[config.mk]
export PLATFORM = sky130hd
export DESIGN_NAME = sdram_client_arbiter_flat
export DESIGN_NICKNAME = d
export VERILOG_FILES = /design/src/rtl/sdram_client_arbiter_if.sv /design/src/rtl/sdram_client_arbiter.sv /design/src/flat_wrapper.sv
export SDC_FILE = /design/constraint.sdc
export NUM_CORES = 1
export LEC_CHECK = 0
export ABC_AREA = 1
export BUFFER_PORTS_ARGS = -buffer_cell sky130_fd_sc_hd__buf_2
export CAP_MARGIN = 0
export CORE_AREA = 2 2 165 167
export CTS_CLUSTER_DIAMETER = 40
export CTS_CLUSTER_SIZE = 16
export DETAILED_ROUTE_END_ITERATION = 10
export DIE_AREA = 0 0 167 169
export GPL_ROUTABILITY_DRIVEN = 0
export PLACE_DENSITY = 0.77
export SETUP_SLACK_MARGIN = 0.2
export SKIP_LAST_GASP = 1
export SYNTH_ARGS = -nofsm -noshare
export SYNTH_HDL_FRONTEND = slang
export SYNTH_SLANG_ARGS = --single-unit
[constraint.sdc]
create_clock -name i_clk -period 3.7 [get_ports i_clk]
set_input_delay 0.74 -clock i_clk [delete_from_list [all_inputs] [get_ports i_clk]]
set_output_delay 0.74 -clock i_clk [all_outputs]
set_load 0.005 [all_outputs]
[src/rtl/sdram_client_arbiter_if.sv]
`default_nettype none
// ============================================================================
// Interface : sdram_client_arbiter_if
// Desc      : SDRAMBus request/finished signal bundle (arbiter = master).
// Revision  : 1.0 - initial release
// ============================================================================
interface sdram_client_arbiter_if #(
  parameter int ADDR_W = 23,
  parameter int DATA_W = 32
);
  logic              sdram_read;
  logic              sdram_write;
  logic [ADDR_W-1:0] sdram_addr;
  logic [DATA_W-1:0] sdram_writedata;
  logic [DATA_W-1:0] sdram_readdata;
  logic              sdram_finished;

  modport master (
    output sdram_read, sdram_write, sdram_addr, sdram_writedata,
    input  sdram_readdata, sdram_finished
  );

  modport slave (
    input  sdram_read, sdram_write, sdram_addr, sdram_writedata,
    output sdram_readdata, sdram_finished
  );
endinterface
`default_nettype wire

[src/rtl/sdram_client_arbiter.sv]
`default_nettype none
// ============================================================================
// Module   : sdram_client_arbiter
// Desc     : Arbitrates NUM_CLIENTS cores onto one SDRAM request/finished bus
//            (locked-select, fixed priority, round-robin).
//            Optional macro SDRAM_ARB_TIMEOUT_EN: BUSY watchdog + cli_error.
// Revision : 1.0 - initial release
// ============================================================================
module sdram_client_arbiter #(
  parameter int NUM_CLIENTS = 5,
  parameter int ADDR_W      = 23,
  parameter int DATA_W      = 32,
  parameter int SEL_W       = $clog2(NUM_CLIENTS),
  parameter int TIMEOUT     = 1024
) (
  input  logic                          i_clk,
  input  logic                          i_rst,
  input  logic [1:0]                    arb_mode,
  input  logic [SEL_W-1:0]              arb_sel,
  input  logic [NUM_CLIENTS-1:0]        cli_read,
  input  logic [NUM_CLIENTS-1:0]        cli_write,
  input  logic [NUM_CLIENTS*ADDR_W-1:0] cli_addr,
  input  logic [NUM_CLIENTS*DATA_W-1:0] cli_writedata,
  output logic [DATA_W-1:0]             cli_readdata,
  output logic [NUM_CLIENTS-1:0]        cli_finished,
  output logic [NUM_CLIENTS-1:0]        cli_error,
  output logic                          grant_valid,
  output logic [SEL_W-1:0]              grant_idx,
  sdram_client_arbiter_if.master        sdram
);

  localparam logic [1:0] c_MODE_LOCKED = 2'd0;
  localparam logic [1:0] c_MODE_FIXED  = 2'd1;

  typedef enum logic [1:0] {
    ST_IDLE = 2'd0,
    ST_BUSY = 2'd1,
    ST_DONE = 2'd2
  } state_t;

  state_t                   r_state;
  logic [SEL_W-1:0]         r_grant_idx;
  logic                     r_grant_valid;
  logic [SEL_W-1:0]         r_rr_ptr;
  logic                     r_rr_grant;
  logic                     r_sdram_read;
  logic                     r_sdram_write;
  logic [ADDR_W-1:0]        r_sdram_addr;
  logic [DATA_W-1:0]        r_sdram_wdata;
  logic [DATA_W-1:0]        r_cli_readdata;
  logic [NUM_CLIENTS-1:0]   r_cli_finished;

  logic [NUM_CLIENTS-1:0]   w_pending;
  logic [NUM_CLIENTS-1:0]   w_grant_onehot;
  logic                     w_win_valid;
  logic [SEL_W-1:0]         w_win_idx;

  assign w_pending      = cli_read | cli_write;
  assign w_grant_onehot = {{(NUM_CLIENTS-1){1'b0}}, 1'b1} << r_grant_idx;

  // Illegal configurations leave this block populated for easy spotting.
  if (NUM_CLIENTS < 2 || NUM_CLIENTS > 16 || TIMEOUT < 1) begin : g_bad_config
  end

  always_comb begin
    w_win_valid = 1'b0;
    w_win_idx   = '0;
    case (arb_mode)
      c_MODE_LOCKED: begin
        if ((int'(arb_sel) < NUM_CLIENTS) && w_pending[arb_sel]) begin
          w_win_valid = 1'b1;
          w_win_idx   = arb_sel;
        end
      end
      c_MODE_FIXED: begin
        for (int i = NUM_CLIENTS - 1; i >= 0; i--) begin
          if (w_pending[i]) begin
            w_win_valid = 1'b1;
            w_win_idx   = SEL_W'(i);
          end
        end
      end
      default: begin
        // Scan backwards so the nearest pending index after the pointer wins.
        for (int k = NUM_CLIENTS; k >= 1; k--) begin
          if (w_pending[(int'(r_rr_ptr) + k) % NUM_CLIENTS]) begin
            w_win_valid = 1'b1;
            w_win_idx   = SEL_W'((int'(r_rr_ptr) + k) % NUM_CLIENTS);
          end
        end
      end
    endcase
  end

`ifdef SDRAM_ARB_TIMEOUT_EN
  localparam int c_TO_W = $clog2(TIMEOUT + 1);

  logic [c_TO_W-1:0]      r_to_cnt;
  logic [NUM_CLIENTS-1:0] r_cli_error;

  assign cli_error = r_cli_error;
`else
  assign cli_error = '0;
`endif

  always_ff @(posedge i_clk or negedge i_rst) begin
    if (!i_rst) begin
      r_state        <= ST_IDLE;
      r_grant_idx    <= '0;
      r_grant_valid  <= 1'b0;
      r_rr_ptr       <= SEL_W'(NUM_CLIENTS - 1);
      r_rr_grant     <= 1'b0;
      r_sdram_read   <= 1'b0;
      r_sdram_write  <= 1'b0;
      r_sdram_addr   <= '0;
      r_sdram_wdata  <= '0;
      r_cli_readdata <= '0;
      r_cli_finished <= '0;
`ifdef SDRAM_ARB_TIMEOUT_EN
      r_to_cnt       <= '0;
      r_cli_error    <= '0;
`endif
    end else begin
      case (r_state)
        ST_IDLE: begin
          if (w_win_valid) begin
            r_state       <= ST_BUSY;
            r_grant_valid <= 1'b1;
            r_grant_idx   <= w_win_idx;
            r_rr_grant    <= arb_mode[1];
            r_sdram_addr  <= cli_addr[w_win_idx*ADDR_W +: ADDR_W];
            r_sdram_wdata <= cli_writedata[w_win_idx*DATA_W +: DATA_W];
            r_sdram_write <= cli_write[w_win_idx];
            r_sdram_read  <= ~cli_write[w_win_idx];
`ifdef SDRAM_ARB_TIMEOUT_EN
            r_to_cnt      <= '0;
`endif
          end
        end
        ST_BUSY: begin
          if (sdram.sdram_finished) begin
            if (r_sdram_read) begin
              r_cli_readdata <= sdram.sdram_readdata;
            end
            r_sdram_read   <= 1'b0;
            r_sdram_write  <= 1'b0;
            r_cli_finished <= w_grant_onehot;
            r_state        <= ST_DONE;
          end
`ifdef SDRAM_ARB_TIMEOUT_EN
          else if (r_to_cnt == c_TO_W'(TIMEOUT - 1)) begin
            r_sdram_read   <= 1'b0;
            r_sdram_write  <= 1'b0;
            r_cli_finished <= w_grant_onehot;
            r_cli_error    <= w_grant_onehot;
            r_state        <= ST_DONE;
          end else begin
            r_to_cnt <= r_to_cnt + 1'b1;
          end
`endif
        end
        ST_DONE: begin
          // Extra cycle lets the finished client drop its request first.
          r_cli_finished <= '0;
          r_grant_valid  <= 1'b0;
          r_state        <= ST_IDLE;
          if (r_rr_grant) begin
            r_rr_ptr <= r_grant_idx;
          end
`ifdef SDRAM_ARB_TIMEOUT_EN
          r_cli_error    <= '0;
`endif
        end
        default: r_state <= ST_IDLE;
      endcase
    end
  end

  assign sdram.sdram_read      = r_sdram_read;
  assign sdram.sdram_write     = r_sdram_write;
  assign sdram.sdram_addr      = r_sdram_addr;
  assign sdram.sdram_writedata = r_sdram_wdata;
  assign cli_readdata          = r_cli_readdata;
  assign cli_finished          = r_cli_finished;
  assign grant_valid           = r_grant_valid;
  assign grant_idx             = r_grant_idx;

endmodule
`default_nettype wire

[src/flat_wrapper.sv]
// flat-port wrapper written by rule: the top's interface ports become plain ports
module sdram_client_arbiter_flat 
#(
  parameter int NUM_CLIENTS = 5,
  parameter int ADDR_W      = 23,
  parameter int DATA_W      = 32,
  parameter int SEL_W       = $clog2(NUM_CLIENTS),
  parameter int TIMEOUT     = 1024
)
  (i_clk, i_rst, arb_mode, arb_sel, cli_read, cli_write, cli_addr, cli_writedata, cli_readdata, cli_finished, cli_error, grant_valid, grant_idx, sdram_sdram_read, sdram_sdram_write, sdram_sdram_addr, sdram_sdram_writedata, sdram_sdram_readdata, sdram_sdram_finished);
  sdram_client_arbiter_if #(.ADDR_W(ADDR_W), .DATA_W(DATA_W)) sdram_i ();
  input  logic i_clk;
  input  logic i_rst;
  input  logic [1:0] arb_mode;
  input  logic [SEL_W-1:0] arb_sel;
  input  logic [NUM_CLIENTS-1:0] cli_read;
  input  logic [NUM_CLIENTS-1:0] cli_write;
  input  logic [NUM_CLIENTS*ADDR_W-1:0] cli_addr;
  input  logic [NUM_CLIENTS*DATA_W-1:0] cli_writedata;
  output logic [DATA_W-1:0] cli_readdata;
  output logic [NUM_CLIENTS-1:0] cli_finished;
  output logic [NUM_CLIENTS-1:0] cli_error;
  output logic grant_valid;
  output logic [SEL_W-1:0] grant_idx;
  output wire logic [$bits(sdram_i.sdram_read)-1:0] sdram_sdram_read;
  output wire logic [$bits(sdram_i.sdram_write)-1:0] sdram_sdram_write;
  output wire logic [$bits(sdram_i.sdram_addr)-1:0] sdram_sdram_addr;
  output wire logic [$bits(sdram_i.sdram_writedata)-1:0] sdram_sdram_writedata;
  input wire logic [$bits(sdram_i.sdram_readdata)-1:0] sdram_sdram_readdata;
  input wire logic [$bits(sdram_i.sdram_finished)-1:0] sdram_sdram_finished;
  assign sdram_sdram_read = sdram_i.sdram_read;
  assign sdram_sdram_write = sdram_i.sdram_write;
  assign sdram_sdram_addr = sdram_i.sdram_addr;
  assign sdram_sdram_writedata = sdram_i.sdram_writedata;
  assign sdram_i.sdram_readdata = sdram_sdram_readdata;
  assign sdram_i.sdram_finished = sdram_sdram_finished;
  sdram_client_arbiter #(.NUM_CLIENTS(NUM_CLIENTS), .ADDR_W(ADDR_W), .DATA_W(DATA_W), .SEL_W(SEL_W), .TIMEOUT(TIMEOUT)) u_core (.i_clk(i_clk), .i_rst(i_rst), .arb_mode(arb_mode), .arb_sel(arb_sel), .cli_read(cli_read), .cli_write(cli_write), .cli_addr(cli_addr), .cli_writedata(cli_writedata), .cli_readdata(cli_readdata), .cli_finished(cli_finished), .cli_error(cli_error), .grant_valid(grant_valid), .grant_idx(grant_idx), .sdram(sdram_i));
endmodule
# Yosys cells after proc, flatten, opt, wreduce, memory -nomap -nowiden
# Index checks and enable logic that the tools add are counted.
# totals
register_bits	104
inputBits	325
output_inout_bits	103
# classes
add_sub_neg	5
multipliers	1
div_mod_pow	5
order_cmp	8
eq_ne	5
n_shift	3
muxes	55
bitwise_logic	2
n_reduce_logical	13
# ops
operator	count
$lt A32 B5 Y1 const B	5
$mod A32 B4 Y32 const B	5
$shiftx A160 B9 Y32	1
$shiftx A115 B9 Y23	1
$mux W3	11
$mux W1	27
$bmux W1 S3	7
$pmux W5 S2	1
$reduce_and A2 Y1	5
$add A3 B2 Y4 const B	2
$add A3 B3 Y4 const B	2
$lt A3 B4 Y1 const B	2
$mul A3 B5 Y8 const B	1
$pmux W1 S2	4
$pmux W3 S2	1
$reduce_and A3 Y1	2
$reduce_bool A2 Y1	3
$mux W5	1
$or A5 B5 Y5	1
$shl A1 B3 Y5 const A	1
$add A3 B1 Y4 const B	1
$eq A2 B1 Y1 const B	2
$logic_not A2 Y1	2
$mux W2	2
7 further kinds	7

# Longest topological paths before layout
# logic_depth
ltp_word	16
mapped_depth	35
mapped_depth_nobuf	33

# Worst setup path before layout
# OpenSTA, ideal clock, no wires.
# synth_path
path_type	register -> register
from	register u_core.r_rr_ptr[0]
to	register u_core.r_sdram_wdata[22] (netlist: u_core.sdram.sdram_writedata[22])
setup_ns	0.116
arrival_time_ns	3.950
path_slack_ns	-0.366
stages_incl_launch_ff	31
path_buffers	2
path_cell_list	dfrtp_1 -> clkinv_1 -> ha_1 -> inv_1 -> ha_1 -> nor2_1 -> nand3_1 -> nand2_1 -> xor2_1 -> ha_1 -> nand2_1 -> nand2_2 -> nand2_2 -> nand2_1 -> nand3_1 -> nand3_1 -> nand2_1 -> nand2_1 -> nand2_1 -> nor2_1 -> nand2_1 -> nand2_1 -> nand2_1 -> nand2_2 -> buf_4 -> buf_2 -> nand3b_1 -> nand3_1 -> nand3_1 -> nand2_1 -> nand2_1
# synth_between
elab_chain_len	12
elab_cells_between_ends	39
cone_classes	add/sub: 5; div: 5; shift: 1; mux: 27; reduce/logical: 1
# synth_lines
element	line_no	text
from (decl)	sdram_client_arbiter.sv:44	logic [SEL_W-1:0] r_rr_ptr;
from (signal assigned)	sdram_client_arbiter.sv:111	r_rr_ptr <= SEL_W'(NUM_CLIENTS - 1);
from (signal assigned)	sdram_client_arbiter.sv:168	r_rr_ptr <= r_grant_idx;
$add A3 B3 Y4	sdram_client_arbiter.sv:86, sdram_client_arbiter.sv:88	
$mod A32 B4 Y32	sdram_client_arbiter.sv:86, sdram_client_arbiter.sv:88	
$bmux W1 S3	sdram_client_arbiter.sv:86	if (w_pending[(int'(r_rr_ptr) + k) % NUM_CLIENTS]) begin
$mux W1 (implied by the code) (2 in a row)	sdram_client_arbiter.sv:86	
$mux W3 or $mux W1 (tied branches) (5 in a row)	sdram_client_arbiter.sv:86	
$pmux W3 S2 or $pmux W1 S2 (tied branches)	sdram_client_arbiter.sv:68	case (arb_mode)
$shiftx A160 B9 Y32 or $reduce_and A2 Y1 (tied branches)	--	
to (signal assigned)	sdram_client_arbiter.sv:132	r_sdram_wdata <= cli_writedata[w_win_idx*DATA_W +: DATA_W];
to (decl)	sdram_client_arbiter.sv:49	logic [DATA_W-1:0] r_sdram_wdata;
# Several ways; a longest one is shown, not always the timed one. The select of a mux whose other input is x is not followed.
# A chain may end at the register's enable or synchronous reset.

# Final worst setup path
# layout_path
from	register u_core.r_rr_ptr[2]
to	register u_core.r_sdram_addr[19] (netlist: u_core.sdram.sdram_addr[19])
# layout_between
elab_chain_len	13
elab_cells_between_ends	40
cone_classes	add/sub: 5; mul: 1; div: 5; shift: 1; mux: 27; reduce/logical: 1
# layout_lines
element	line_no	text
$add A3 B3 Y4	sdram_client_arbiter.sv:86, sdram_client_arbiter.sv:88	
$mod A32 B4 Y32	sdram_client_arbiter.sv:86, sdram_client_arbiter.sv:88	
$bmux W1 S3	sdram_client_arbiter.sv:86	
$mux W1 (implied by the code) (2 in a row)	sdram_client_arbiter.sv:86	
$mux W3 (5 in a row)	sdram_client_arbiter.sv:86	
$pmux W3 S2	sdram_client_arbiter.sv:68	
$mul A3 B5 Y8	sdram_client_arbiter.sv:131	r_sdram_addr <= cli_addr[w_win_idx*ADDR_W +: ADDR_W];
$shiftx A115 B9 Y23	sdram_client_arbiter.sv:131	
to (signal assigned)	sdram_client_arbiter.sv:131	
to (decl)	sdram_client_arbiter.sv:48	logic [ADDR_W-1:0] r_sdram_addr;
# Several ways; a longest one is shown, not always the timed one. The select of a mux whose other input is x is not followed.

==> run summary <==
The capturing element type of the critical path is a register. Ranked by total cell area, the synthesized netlist is headed by sky130_fd_sc_hd__dfrtp_1, sky130_fd_sc_hd__nand2_1, sky130_fd_sc_hd__nand3_1. Max-cap violations in this run came to 0. The met1 capacity usage during global routing is 0.322. The pin count of the biggest net entering global routing is 60. For this run, the post-layout net count is around 2,300.

The number of iterations in the first detailed-routing pass came out at 6. The final hold violation count was 0. The number of library cell types mapped by synthesis is 40. In this run, synthesis produced a sequential element count of 104. The multi-input combinational cells in the finished layout cover a total of around 0.0068 mm2. The maximum cell stage delay along the critical path came out at ~0.60 ns. The timing-limited maximum frequency came out at between 200 and 250 MHz. The compound-gate portion of the synthesized area is 0.0333. The residual overflow from global routing came out at 0.

For this run, the leading register cell type out of synthesis is sky130_fd_sc_hd__dfrtp_1. The wire-length estimate of the detail-placed layout is between 20,000 and 30,000 um. Registers take 0.00261 mm2. The minimum setup slack in the final design came out at -0.384 ns. The slew of the pin with the lowest slew margin is just under 1 ns.

The commonest cells after synthesis are sky130_fd_sc_hd__nand2_1, sky130_fd_sc_hd__nand3_1, sky130_fd_sc_hd__inv_1, sky130_fd_sc_hd__nand3b_1, sky130_fd_sc_hd__dfrtp_1. The register area share after synthesis is 0.286. The floorplan step set the die height to 169 um. Fill cells in the final layout number approximately 2,200. The clock drives ~100 sinks. At the later pin of the worst-skew pair, clock insertion delay measures between 0.3 and 0.4 ns.

The met2 track demand over resource in global routing is 0.457. TritonCTS built the clock tree. The layout-stage area growth over the synthesis result came out at 68.1%. Setup repair after global routing could not meet its margin everywhere. The total count of max-transition violations in the final report is 0. Before CTS, the worst setup slack after placement is -0.328 ns.

The wire length of the first global-routing pass is around 59,000 um. The class of the most critical setup path is register to register. Of the total synthesized cell area, the portion taken by XOR and XNOR cells is 0.00577. The number of hold buffers added after CTS is 0.

The aggregate global-route resource usage came out at 0.267. The number of nets with antenna violations after detailed routing is 0. The count of buffers added on input and output ports is 422. The synthesized netlist occupies a cell area of slightly above 0.009 mm2. The floorplan die area is 0.0282 mm2. The routed wirelength normalized by instance count came out at 19.7 um. The number of vias per cell after detailed routing is around 5.4. The multiplexer share of the synthesized area came out at 0.0396. After detailed placement, the design holds a cell count of roughly 2,100. The fraction of synthesis flops using an asynchronous set or reset pin came out at 1.00. Counting I/O delays and the setup requirement, the final critical path takes around 4.1 ns. The number of global-route vias before repair came to around 11,000. The clock passes through at most 2 buffers. The area share of the leading cell type in the synthesized netlist is 0.283. The synthesis warning total is 0. After detailed routing, the number of remaining DRC violations is 0.

The horizontal die dimension is 167 um. Counting every instance in the synthesized netlist gives approximately 1,400. The share of synthesized cell area in full adder, half adder and majority cells came out at 0.0357. The share of final-layout standard cells stronger than drive strength 1 is 0.506. The overall via count from detail_route is roughly 12,000. The floorplan has 60 rows. The final-report setup violation count is 62. met2 is the most crowded layer.

Headroom to the max-slew limit came out at 0.352. about 430 I/O pins were placed. Of all nets on the critical path, the largest fanout is 6. In the global route stage, met3 resource usage came out at 0.0388. sky130_fd_sc_hd__dfrtp_1 takes more of the synthesized area than any other cell. The flow ran to the end, but the final reports show violations. The summed negative setup slack over all endpoints came out at -17.59 ns. The part of the cycle the worst path needs came out at 1.10. The number of antenna violations at the first check in global routing came out at 1. The simple-gate share of the synthesized area is 0.470. The initial utilization of the core area, before any placement, comes to 0.343.

The count of H-tree levels built during CTS is 3. CTS placed an instance of sky130_fd_sc_hd__clkbuf_16 at the clock tree root. For this run, the number of standard cells in the final layout without fillers is around 2,200. The dominant cell by count in the synthesized netlist is sky130_fd_sc_hd__nand2_1. The slowest stage of the critical path is the sky130_fd_sc_hd__dfstp_2 cell.

After synthesis, the largest family of logic cells by area is simple AND/OR/NAND/NOR gates. After detailed routing, the total wire length is ~44,000 um. The number of buffers inserted during clock tree synthesis came out at 9. In this run, the number of DRC markers left after iteration 0 of detailed routing was ~1,200. In this run the mean area of a mapped cell was approximately 6.6 um2.

The min-delay analysis places its worst path in the category input port to asynchronous set/reset pin. The critical path required time is a little under 4 ns. In this run the standard cell core region covers 0.0265 mm2.

The checks that failed: negative setup slack. For the worst setup path, the data arrival time is 4.34 ns. The maximum clock skew at final layout came out at 0.0215 ns. The worst setup path is launched from a register. The synthesized design contains 0 enable-type register cells.

Clock-pin slew was measured on the worst setup and hold paths at about 0.080 ns.
-- layout by cell type, fill, tap and decap left out, types with 5 or more instances in the layout --
master                      instances
sky130_fd_sc_hd__buf_2            421
sky130_fd_sc_hd__nand2_1          338
sky130_fd_sc_hd__nand3_1          157
sky130_fd_sc_hd__inv_1            153
sky130_fd_sc_hd__nand3_2          113
sky130_fd_sc_hd__nand3b_1         113
sky130_fd_sc_hd__dfrtp_1          101
sky130_fd_sc_hd__nand2_2           85
sky130_fd_sc_hd__buf_4             85
sky130_fd_sc_hd__nand2_4           47
sky130_fd_sc_hd__buf_12            34
sky130_fd_sc_hd__mux2_2            32
sky130_fd_sc_hd__buf_6             28
sky130_fd_sc_hd__nor2_1            24
sky130_fd_sc_hd__buf_16            18
sky130_fd_sc_hd__o21ai_0           17
sky130_fd_sc_hd__clkbuf_16         17
sky130_fd_sc_hd__ha_4              13
sky130_fd_sc_hd__ha_1               9
sky130_fd_sc_hd__inv_2              8
sky130_fd_sc_hd__inv_4              6
sky130_fd_sc_hd__a21oi_2            6
sky130_fd_sc_hd__o21ai_1            6
sky130_fd_sc_hd__o21ai_2            5
sky130_fd_sc_hd__nor2_2             5
sky130_fd_sc_hd__a21oi_1            5
sky130_fd_sc_hd__inv_6              5
sky130_fd_sc_hd__conb_1             5
-- final timing paths --
check | slack, ns | end | from | depth (start not counted)
worst max-delay path | -0.38 | u_core.sdram.sdram_addr[19]$_DFFE_PN0P_ | u_core.r_rr_ptr[2]$_DFFE_PN1P_ | 34
worst min-delay path | 0.39 | u_core.cli_readdata[0]$_DFFE_PN0P_ | i_rst | 1
worst max register to register | -0.38 | u_core.sdram.sdram_addr[19]$_DFFE_PN0P_ | u_core.r_rr_ptr[2]$_DFFE_PN1P_ | 34
worst min register to register | 0.47 | u_core.sdram.sdram_addr[12]$_DFFE_PN0P_ | u_core.sdram.sdram_addr[12]$_DFFE_PN0P_ | 2
max in group asynchronous | 2.47 | u_core.r_rr_ptr[2]$_DFFE_PN1P_ | i_rst | 2
min in group i_clk | 0.47 | u_core.sdram.sdram_addr[12]$_DFFE_PN0P_ | u_core.sdram.sdram_addr[12]$_DFFE_PN0P_ | 2
-- metrics by stage --
step	hold slack, ns	utilization	instance area [um2]
4_1_cts	0.400	0.535	14200
2_1_floorplan	0.444	-	9190
3_5_place_dp	0.461	0.455	12100
3_3_place_gp	0.458	0.455	12100
6_report	0.387	0.577	15300
5_1_grt	0.427	0.577	15300
-- flip-flops by register name, indices dropped and copies added, names as in the netlist --
name / count
u_core.r_state: 2
u_core.sdram.sdram_writedata: 32
u_core.sdram.sdram_addr: 23
u_core.r_rr_ptr: 3
u_core.sdram.sdram_write: 1
u_core.r_rr_grant: 1
u_core.grant_valid: 1
u_core.cli_finished: 5
u_core.cli_readdata: 32
u_core.grant_idx: 3
u_core.sdram.sdram_read: 1
-- critical path, delay by kind of cell, from the launching register on --
kind	cells	cell delay, ns
DFF	1	0.60
and+or+nand+nor	22	1.89
buffers and inverters	12	1.45
-- area by class of cell --
cell class	instances	share of cell area
multi-input cells	1021	0.446
repair buffers	596	0.292
flip-flops and latches	104	0.170
inverters	170	0.0438
well taps	341	0.0279
clock buffers	9	0.0147
clock inverters	7	0.00548
diodes	1	0.000164
-- cell families after synthesis --
family | count (synthesis)
compound gates | 52
xor+xnor | 6
fa+ha+maj | 26
buf+inv | 260
flops | 104
mux | 32
other cells | 1
simple gates | 900
-- metal layers --
metal	vias to the layer above	part of all wire
met2	913	0.48
met1	5618	0.36
met4	0	0.063
met3	223	0.099
li1	5466	-
met5	-	0
-- what timing repair did --
| item | CTS | global route |
|---|---|---|
| endpoints found under the setup margin | 63 | 63 |
| buffers inserted | 51 | 15 |
| cloned | 17 | 9 |
| resized for setup | 230 | 183 |
| pin swaps | 96 | 105 |
Power is left out: the tool's default activity adds up to more than one toggle a clock period on the data nets, which glitch-free logic cannot reach.
